## src/rtl/sha_1_pad_if.sv

```systemverilog
// Byte stream in, 512-bit blocks out to a SHA-1 core, digest back out.
interface sha_1_pad_if;
    logic [7:0]   s_data;
    logic         s_valid;
    logic         s_last;
    logic         s_empty;
    logic         s_ready;
    logic [511:0] blk_data;
    logic [63:0]  blk_index;
    logic         blk_enable;
    logic         core_ready;
    logic [159:0] core_hash;
    logic [159:0] digest;
    logic         done;

    // Padder side
    modport slave (
        input  s_data, s_valid, s_last, s_empty, core_ready, core_hash,
        output s_ready, blk_data, blk_index, blk_enable, digest, done
    );

    // Message source / core side
    modport master (
        output s_data, s_valid, s_last, s_empty, core_ready, core_hash,
        input  s_ready, blk_data, blk_index, blk_enable, digest, done
    );
endinterface

```

## src/rtl/sha_1_pad.sv

```systemverilog
// SHA-1 message padder: packs bytes big-endian into 512-bit blocks, appends
// 0x80, zero fill and the 64-bit bit length, hands each block to the core and
// forwards the final chaining value as the digest.
//
// state | meaning
// FILL  | accepting message bytes (s_ready=1)
// PAD   | write 0x80 terminator, zero fill, length if it fits
// LEN   | extra block holding only the bit length
// SEND  | blk_enable pulse, block presented to core
// WAIT  | block held until the core reports completion
module sha_1_pad (
    input  logic        clk,
    input  logic        rst,
    sha_1_pad_if.slave  io_bus
);
    typedef enum logic [2:0] {FILL, PAD, LEN, SEND, WAIT} state_t;

    state_t         r_state;
    logic [511:0]   r_buf;
    logic [5:0]     r_pos;
    logic [60:0]    r_count;
    logic [63:0]    r_index;
    logic           r_final;
    logic           r_pad_pending;
    logic           r_len_pending;
    logic           r_blk_enable;
    logic           r_done;
    logic [159:0]   r_digest;

    logic [63:0]    w_len;
    logic [63:0]    w_len_field;
    logic [8:0]     w_ofs;
    logic [511:0]   w_fill_buf;
    logic [511:0]   w_pad_buf;
    logic [511:0]   w_len_buf;

    // Bytes 56..63 live in words 14 and 15, so the big-endian length splits
    // across them with its upper half in word 14.
    assign w_len       = {r_count, 3'b000};
    assign w_len_field = {w_len[31:0], w_len[63:32]};
    assign w_ofs       = {r_pos[5:2], ~r_pos[1:0], 3'b000};
    assign w_len_buf   = {w_len_field, 448'd0};

    // Current buffer with the incoming byte dropped into slot r_pos
    always_comb begin
        w_fill_buf = r_buf;
        w_fill_buf[w_ofs +: 8] = io_bus.s_data;
    end

    // Terminator at r_pos, zeros after it, length when 8 bytes remain free
    always_comb begin
        w_pad_buf = r_buf;
        for (int k = 0; k < 64; k++) begin
            if (6'(k) == r_pos)
                w_pad_buf[(k / 4) * 32 + (3 - (k % 4)) * 8 +: 8] = 8'h80;
            else if (6'(k) > r_pos)
                w_pad_buf[(k / 4) * 32 + (3 - (k % 4)) * 8 +: 8] = 8'h00;
        end
        if (r_pos <= 6'd55)
            w_pad_buf[511:448] = w_len_field;
    end

    // Sequencer: byte packing, padding, block handoff and digest capture
    always_ff @(posedge clk) begin
        if (!rst) begin
            r_state       <= FILL;
            r_buf         <= '0;
            r_pos         <= '0;
            r_count       <= '0;
            r_index       <= 64'd1;
            r_final       <= 1'b0;
            r_pad_pending <= 1'b0;
            r_len_pending <= 1'b0;
            r_blk_enable  <= 1'b0;
            r_done        <= 1'b0;
            r_digest      <= '0;
        end else begin
            r_blk_enable <= 1'b0;
            r_done       <= 1'b0;
            case (r_state)
                FILL: begin
                    if (io_bus.s_valid) begin
                        if (io_bus.s_empty) begin
                            if (io_bus.s_last)
                                r_state <= PAD;
                        end else begin
                            r_buf   <= w_fill_buf;
                            r_pos   <= r_pos + 6'd1;
                            r_count <= r_count + 61'd1;
                            if (r_pos == 6'd63) begin
                                // Full block goes out first; padding follows in a fresh block
                                r_pad_pending <= io_bus.s_last;
                                r_blk_enable  <= 1'b1;
                                r_state       <= SEND;
                            end else if (io_bus.s_last) begin
                                r_state <= PAD;
                            end
                        end
                    end
                end
                PAD: begin
                    r_buf <= w_pad_buf;
                    if (r_pos <= 6'd55)
                        r_final <= 1'b1;
                    else
                        r_len_pending <= 1'b1;
                    r_blk_enable <= 1'b1;
                    r_state      <= SEND;
                end
                LEN: begin
                    r_buf        <= w_len_buf;
                    r_final      <= 1'b1;
                    r_blk_enable <= 1'b1;
                    r_state      <= SEND;
                end
                SEND: begin
                    r_state <= WAIT;
                end
                WAIT: begin
                    if (io_bus.core_ready) begin
                        r_pos <= '0;
                        r_buf <= '0;
                        if (r_final) begin
                            r_digest      <= io_bus.core_hash;
                            r_done        <= 1'b1;
                            r_count       <= '0;
                            r_index       <= 64'd1;
                            r_final       <= 1'b0;
                            r_pad_pending <= 1'b0;
                            r_len_pending <= 1'b0;
                            r_state       <= FILL;
                        end else begin
                            r_index <= r_index + 64'd1;
                            if (r_pad_pending) begin
                                r_pad_pending <= 1'b0;
                                r_state       <= PAD;
                            end else if (r_len_pending) begin
                                r_len_pending <= 1'b0;
                                r_state       <= LEN;
                            end else begin
                                r_state <= FILL;
                            end
                        end
                    end
                end
                default: r_state <= FILL;
            endcase
        end
    end

    assign io_bus.s_ready    = (r_state == FILL);
    assign io_bus.blk_data   = r_buf;
    assign io_bus.blk_index  = r_index;
    assign io_bus.blk_enable = r_blk_enable;
    assign io_bus.digest     = r_digest;
    assign io_bus.done       = r_done;
endmodule

```

## src/flat_wrapper.sv

```systemverilog
// flat-port wrapper written by rule: the top's interface ports become plain ports
module sha_1_pad_flat 
  (clk, rst, io_bus_s_data, io_bus_s_valid, io_bus_s_last, io_bus_s_empty, io_bus_core_ready, io_bus_core_hash, io_bus_s_ready, io_bus_blk_data, io_bus_blk_index, io_bus_blk_enable, io_bus_digest, io_bus_done);
  sha_1_pad_if io_bus_i ();
  input  logic clk;
  input  logic rst;
  input wire logic [$bits(io_bus_i.s_data)-1:0] io_bus_s_data;
  input wire logic [$bits(io_bus_i.s_valid)-1:0] io_bus_s_valid;
  input wire logic [$bits(io_bus_i.s_last)-1:0] io_bus_s_last;
  input wire logic [$bits(io_bus_i.s_empty)-1:0] io_bus_s_empty;
  input wire logic [$bits(io_bus_i.core_ready)-1:0] io_bus_core_ready;
  input wire logic [$bits(io_bus_i.core_hash)-1:0] io_bus_core_hash;
  output wire logic [$bits(io_bus_i.s_ready)-1:0] io_bus_s_ready;
  output wire logic [$bits(io_bus_i.blk_data)-1:0] io_bus_blk_data;
  output wire logic [$bits(io_bus_i.blk_index)-1:0] io_bus_blk_index;
  output wire logic [$bits(io_bus_i.blk_enable)-1:0] io_bus_blk_enable;
  output wire logic [$bits(io_bus_i.digest)-1:0] io_bus_digest;
  output wire logic [$bits(io_bus_i.done)-1:0] io_bus_done;
  assign io_bus_i.s_data = io_bus_s_data;
  assign io_bus_i.s_valid = io_bus_s_valid;
  assign io_bus_i.s_last = io_bus_s_last;
  assign io_bus_i.s_empty = io_bus_s_empty;
  assign io_bus_i.core_ready = io_bus_core_ready;
  assign io_bus_i.core_hash = io_bus_core_hash;
  assign io_bus_s_ready = io_bus_i.s_ready;
  assign io_bus_blk_data = io_bus_i.blk_data;
  assign io_bus_blk_index = io_bus_i.blk_index;
  assign io_bus_blk_enable = io_bus_i.blk_enable;
  assign io_bus_digest = io_bus_i.digest;
  assign io_bus_done = io_bus_i.done;
  sha_1_pad u_core (.clk(clk), .rst(rst), .io_bus(io_bus_i));
endmodule
```

## config.mk

```make
export PLATFORM = sky130hd
export DESIGN_NAME = sha_1_pad_flat
export DESIGN_NICKNAME = d
export VERILOG_FILES = /design/src/rtl/sha_1_pad_if.sv /design/src/rtl/sha_1_pad.sv /design/src/flat_wrapper.sv
export SDC_FILE = /design/constraint.sdc
export NUM_CORES = 2
export LEC_CHECK = 0
export ABC_AREA = 0
export ABC_CLOCK_PERIOD_IN_PS = 2800
export CAP_MARGIN = 25
export CORE_AREA = 2 2 359 361
export CTS_CLUSTER_SIZE = 16
export DETAILED_ROUTE_END_ITERATION = 16
export DIE_AREA = 0 0 361 363
export SLEW_MARGIN = 20
export SYNTH_ARGS = -nofsm -noshare
export SYNTH_HDL_FRONTEND = slang
export SYNTH_SLANG_ARGS = --single-unit
```

## constraint.sdc

```tcl
create_clock -name clk -period 2.8 [get_ports clk]
set_input_delay 0.84 -clock clk [delete_from_list [all_inputs] [get_ports clk]]
set_output_delay 0.84 -clock clk [all_outputs]
set_load 0.05 [all_outputs]
```

Yosys cells after proc, flatten, opt, wreduce, memory -nomap -nowiden
Cells that the tools add are included.
{"block": "word_totals", "ff_bits": 811, "out_inout_bits": 739, "word_cells": 536}
{"block": "op_classes", "add_sub_neg": 4, "order_cmp": 65, "n_eq_ne": 140, "n_shift": 2, "mux": 170, "bitwise_logic": 1, "n_reduce_logical": 80}
{"operator": "512-bit one-hot mux with 4 select lines", "n": 1}
{"operator": "512-bit 2-to-1 mux", "n": 3}
{"operator": "8-bit 2-to-1 mux", "n": 128}
{"operator": "512-bit bitwise mux", "n": 1}
{"operator": "8-bit by 11-bit variable shift with 512-bit output (first input constant)", "n": 1}
{"operator": "8-bit by 11-bit indexed part select with 512-bit output", "n": 1}
{"operator": "5-bit AND reduction", "n": 66}
{"operator": "61-bit 2-to-1 mux", "n": 4}
{"operator": "6-bit equality test (first input constant)", "n": 32}
{"operator": "6-bit > comparator (first input constant)", "n": 32}
{"operator": "3-bit by 1-bit inequality test with 1-bit output (second input constant)", "n": 56}
{"operator": "64-bit 2-to-1 mux", "n": 2}
{"operator": "61-bit one-hot mux with 2 select lines", "n": 1}
{"operator": "5-bit by 6-bit equality test with 1-bit output (first input constant)", "n": 16}
{"operator": "5-bit by 6-bit > comparator with 1-bit output (first input constant)", "n": 16}
{"operator": "64-bit by 1-bit adder with 64-bit output (second input constant)", "n": 1}
{"operator": "61-bit by 1-bit adder with 61-bit output (second input constant)", "n": 1}
{"operator": "4-bit by 6-bit equality test with 1-bit output (first input constant)", "n": 8}
{"operator": "4-bit by 6-bit > comparator with 1-bit output (first input constant)", "n": 8}
{"operator": "4-bit by 1-bit inequality test with 1-bit output (second input constant)", "n": 8}
{"operator": "3-bit by 6-bit equality test with 1-bit output (first input constant)", "n": 4}
{"operator": "3-bit by 6-bit > comparator with 1-bit output (first input constant)", "n": 4}
{"operator": "3-bit 2-to-1 mux", "n": 7}
{"operator": "6-bit 2-to-1 mux", "n": 3}
{"operator": "30 further kinds", "n": 58}

Depth between registers and ports, before layout
{"block": "depth", "depth_word": 7, "depth_mapped": 11, "ltp_nobuf": 8}

Worst setup path after synthesis
No wires, ideal clock.
{"block": "synth_timing", "path_type": "register to register", "from": "register u_core.r_pos[0]", "to": "register u_core.r_buf[197] (netlist: u_core.io_bus.blk_data[197])", "setup_ps": 128, "arrival_time_ps": 2855, "required_time_ps": 2672, "setup_slack_ps": -183, "stages_incl_launch_ff": 12, "period_less_slack_ps": 2983, "cell_sequence": "dfxtp_1 > clkinv_1 > clkbuf_1 > ha_1 > clkbuf_1 > nand2b_1 > a211oi_1 > nand2_2 > a211o_1 > buf_2 > a22oi_1 > nor2_1"}
{"block": "synth_between", "elab_chain_cells": 7}
{"item": "start: declaration", "line_no": "sha_1_pad.sv:20", "source": "logic [5:0] r_pos;"}
{"item": "start signal: assignment", "line_no": "sha_1_pad.sv:88", "source": "r_pos <= r_pos + 6'd1;"}
{"item": "2-bit inverter", "line_no": "sha_1_pad.sv:41", "source": "assign w_ofs = {r_pos[5:2], ~r_pos[1:0], 3'b000};"}
{"item": "9-bit negator with 11-bit output", "line_no": "sha_1_pad.sv:47", "source": "w_fill_buf[w_ofs +: 8] = io_bus.s_data;"}
{"item": "8-bit by 11-bit indexed part select with 512-bit output / 8-bit by 11-bit variable shift with 512-bit output (equally long branches)", "line_no": "sha_1_pad.sv:47"}
{"item": "512-bit bitwise mux", "line_no": "sha_1_pad.sv:47"}
{"item": "512-bit 2-to-1 mux", "line_no": "sha_1_pad.sv:83", "source": "if (io_bus.s_empty) begin"}
{"item": "512-bit 2-to-1 mux", "line_no": "sha_1_pad.sv:82", "source": "if (io_bus.s_valid) begin"}
{"item": "512-bit one-hot mux with 4 select lines", "line_no": "sha_1_pad.sv:80", "source": "case (r_state)"}
{"item": "end signal: assignment", "line_no": "sha_1_pad.sv:87", "source": "r_buf <= w_fill_buf;"}
{"item": "end signal: assignment", "line_no": "sha_1_pad.sv:102", "source": "r_buf <= w_pad_buf;"}
{"item": "end signal: assignment", "line_no": "sha_1_pad.sv:111", "source": "r_buf <= w_len_buf;"}
{"item": "end: declaration", "line_no": "sha_1_pad.sv:19", "source": "logic [511:0] r_buf;"}
Several ways; a longest one is shown, not always the timed one. The select of a mux whose other input is x is not followed.
A chain may end at the register's enable or synchronous reset.

==> flow_summary_export.csv <==
group,metric,value,unit
worst_setup_path,slowest_stage,"clkdlybuf4s50_1",
timing,fin_ws,34.36,ps
power,p_seq_share,41.8,%
timing,fmax,361.6,MHz
final_layout,multi_input_area,15440,µm²
worst_setup_path,crit_type,"flip-flop to output pin",
timing,period_share,98.77,%
clock_tree,cts_num_sinks,811,
worst_setup_path,max_stage_delay,890,ps
yosys,syn_avg_cell_area,9.513,µm²
clock_tree,insertion_delay,710,ps
die,fp.dieH,363,µm
worst_setup_path,crit_fanout,2,
yosys,synth_top_area_share,49.61,%
hold_path,hp-class,"flip-flop to flip-flop",
die,coreArea,127000,µm²
route,ant_nets,0,
timing,finClkSkew,30.12,ps
power,switching_share,27.12,%
die,ios,913,
final_layout,final_cell_mix,"805 x dfxtp_1, 775 x buf_4, 588 x clkdlybuf4s50_1",
global_route,grt_pass1_vias,33740,
global_route,antenna_found_initial,16,
timing,maxSlewHeadroom,46.90,%
yosys,syn_inst,3440,
route,wl,183900,µm
route,first_pass_iters,6,
final_layout,syn_to_final_growth,57.25,%
flow_run,max_cap_viol_count,0,
timing,period_minus_slack,2766,ps
final_layout,nFillCells,12740,
yosys,ys_ff_latch,811,
die,initial_utilization,25.76,%
global_route,track_usage,26.72,%
power,leakage,20.27,nW
worst_setup_path,crit_required,1960,ps
route,drc,0,
power,pwr-share-clk,45.4,%
timing,finalMaxSlewViolations,0,
worst_setup_path,crit_end,"io_bus_blk_data[492]",
clock_tree,numCtsBuffers,90,
yosys,synth_area_leader_cell,"dfxtp_1",
worst_setup_path,critPathBufInv,1,
final_layout,fin_nets,5031,
power,p_sw,0.007653,W
yosys,synth_nets,3621,
yosys,synth.distinct_cells,113,
route,first_iter_violations,3044,
power,pwr-share-comb,12.8,%
yosys,synth_edf_count,0,
place,post-dp-hpwl,146500,µm
yosys,yosysSeqAreaShare,49.61,%
yosys,synth_ff_type,"dfxtp_1",
global_route,grt_pass1_wl,254500,µm
timing,setup_viol,0,
clock_tree,htreeDepth,3,
place,dp_slack,-928.2,ps
worst_setup_path,start_kind,"flip-flop",
worst_setup_path,end_kind,"output pin",
power,power.internal,0.02057,W
worst_setup_path,arrival,1930,ps
global_route,grt_max_degree,79,
status,status,"completed",
final_layout,regArea,16250,µm²
place,portBuffers,912,
timing,hold_viol_final,0,
worst_setup_path,reg2reg_from,"u_core.r_pos[0]",
timing,whs,454.5,ps
yosys,yosys_warnings,0,
worst_setup_path,path_delay_family,"buffers and inverters",
worst_setup_path,cp.depth,1,
final_layout,final_common_cell,"dfxtp_1",
clock_tree,clockBufferDepth,3,
final_layout,final_layout_size_suffix_gt1_share,23.19,%
die,dieArea,131000,µm²
worst_setup_path,reg2regPathDepth,11,
yosys,async_flop_share,0,%
die,die-width,361,µm
global_route,grt_overflow_total,0,
timing,tightest_slew,790.0,ps
timing,setup_tns,0,ps
yosys,ys_top_cells_by_area,"dfxtp_1 50%, a22o_1 7.0%, nor2_1 4.4%",
worst_setup_path,r2r_end,"u_core.io_bus.blk_data[329]",
route,viasPerCell,5.271,
final_layout,post-route-util,40.51,%
power,powerDensity,548.4,nW/µm²
place,place_congestion,1.015,
route,via_count,34730,
clock_tree,clockRootBuffer,"clkbuf_16",
clock_tree,cts_tree,"done",
worst_setup_path,reg2reg_slack,40,ps
clock_tree,path_clk_slew,60,ps
power,ir_drop,0.4259,mV
worst_setup_path,cp_cell_sequence,"clkdlybuf4s50_1",
yosys,syn_area,32720,µm²
route,wl_per_cell,27.92,µm
die,rows,131,
clock_tree,cts_hold_buf,0,
## final cells by class
type / count / share of cell area, %
clock buffer: 125 / 5.084
clock inverter: 42 / 1.072
multi-input combinational: 2329 / 30.02
sequential: 811 / 31.57
timing repair buffer: 1588 / 27.97
inverter: 30 / 0.2359
tap: 1662 / 4.041
antenna: 2 / 0.009726
## Yosys cell counts (12+ instances only)
master,count
a21oi_1,145
o22ai_1,26
nand2_1,219
nor3_2,14
nor2_1,385
and3_1,25
a32oi_1,44
dfxtp_1,811
buf_2,63
and2_1,40
o2bb2ai_1,98
a22oi_1,125
nand3_1,102
or3_1,27
inv_1,26
nor2b_1,23
nor4_1,24
clkbuf_1,175
o211ai_1,12
a22o_1,261
o211a_1,16
xnor2_1,60
nand4_1,48
a211oi_1,27
nor3_1,78
mux2i_1,22
xor2_1,49
a32o_1,52
and4_1,14
buf_6,13
o21ai_0,139
a31oi_1,25
## logic make-up (layout without fill, tap and decap cells)
logic type / count (synthesis) / count (layout) / share of synthesized area, %
multiplexers: 25 / 25 / 0.7838
adder cells (fa/ha/maj): 7 / 7 / 0.2676
AO/OA/AOI/OAI: 1095 / 1095 / 25.59
flip-flops: 811 / 811 / 49.61
other: 0 / 2 / 0
AND/OR/NAND/NOR: 1091 / 1091 / 16.59
buffers and inverters: 300 / 1785 / 4.099
XOR/XNOR: 111 / 111 / 3.051
## stage by stage
step / power [W] / cells / area [µm²]
finish: 0.02822 / 6589 / 51460
detailed placement: 0.01558 / 6416 / 48180
global route: 0.02902 / 6588 / 51450
global placement: 0.01556 / 6416 / 48180
CTS: 0.02842 / 6585 / 51340
floorplan: 0.01356 / 3440 / 32740
## tightest hold or removal path, delay by kind of cell, from the launching register on
kind	cells	cell delay (ps)
flops	1	310
buf+inv	1	50
compound gates	1	50
## power by group through the flow
stage                     registers (W)  clock network [W]  logic, W
after global placement           0.0120                  0   0.00352
after global routing             0.0118             0.0135   0.00375
after floorplan                  0.0125                  0   0.00111
final                            0.0118             0.0128   0.00362
after CTS                        0.0118             0.0131   0.00357
after detailed placement         0.0120                  0   0.00354
## timing repair
item                                    4_1_cts  5_1_grt
pin swaps                                     1        3
endpoints found under the setup margin      325      373
resized for setup                           195       29
setup buffers                                 2        2
## worst min path at each step
stage,start,endpoint,slack (ps),cells after the start
floorplan,u_core.r_len_pending,u_core.r_len_pending,450,2
global placement,u_core.io_bus.blk_data[347],u_core.io_bus.blk_data[347],440,1
detailed placement,u_core.io_bus.blk_data[44],u_core.io_bus.blk_data[44],450,2
CTS,u_core.io_bus.blk_data[44],u_core.io_bus.blk_data[44],460,2
global route,u_core.io_bus.blk_data[297],u_core.io_bus.blk_data[297],470,1
finish,flip-flop,flip-flop,450,2
## layer usage
layer / GRT usage (%) / wire, µm / up-vias
met5: 0 / 142 / -
met4: 13.10 / 9790 / 20
met3: 7.884 / 16380 / 405
met2: 46.06 / 88510 / 1627
met1: 30.05 / 69120 / 17010
li1: - / - / 15670
(Power assumes the default switching activity.)
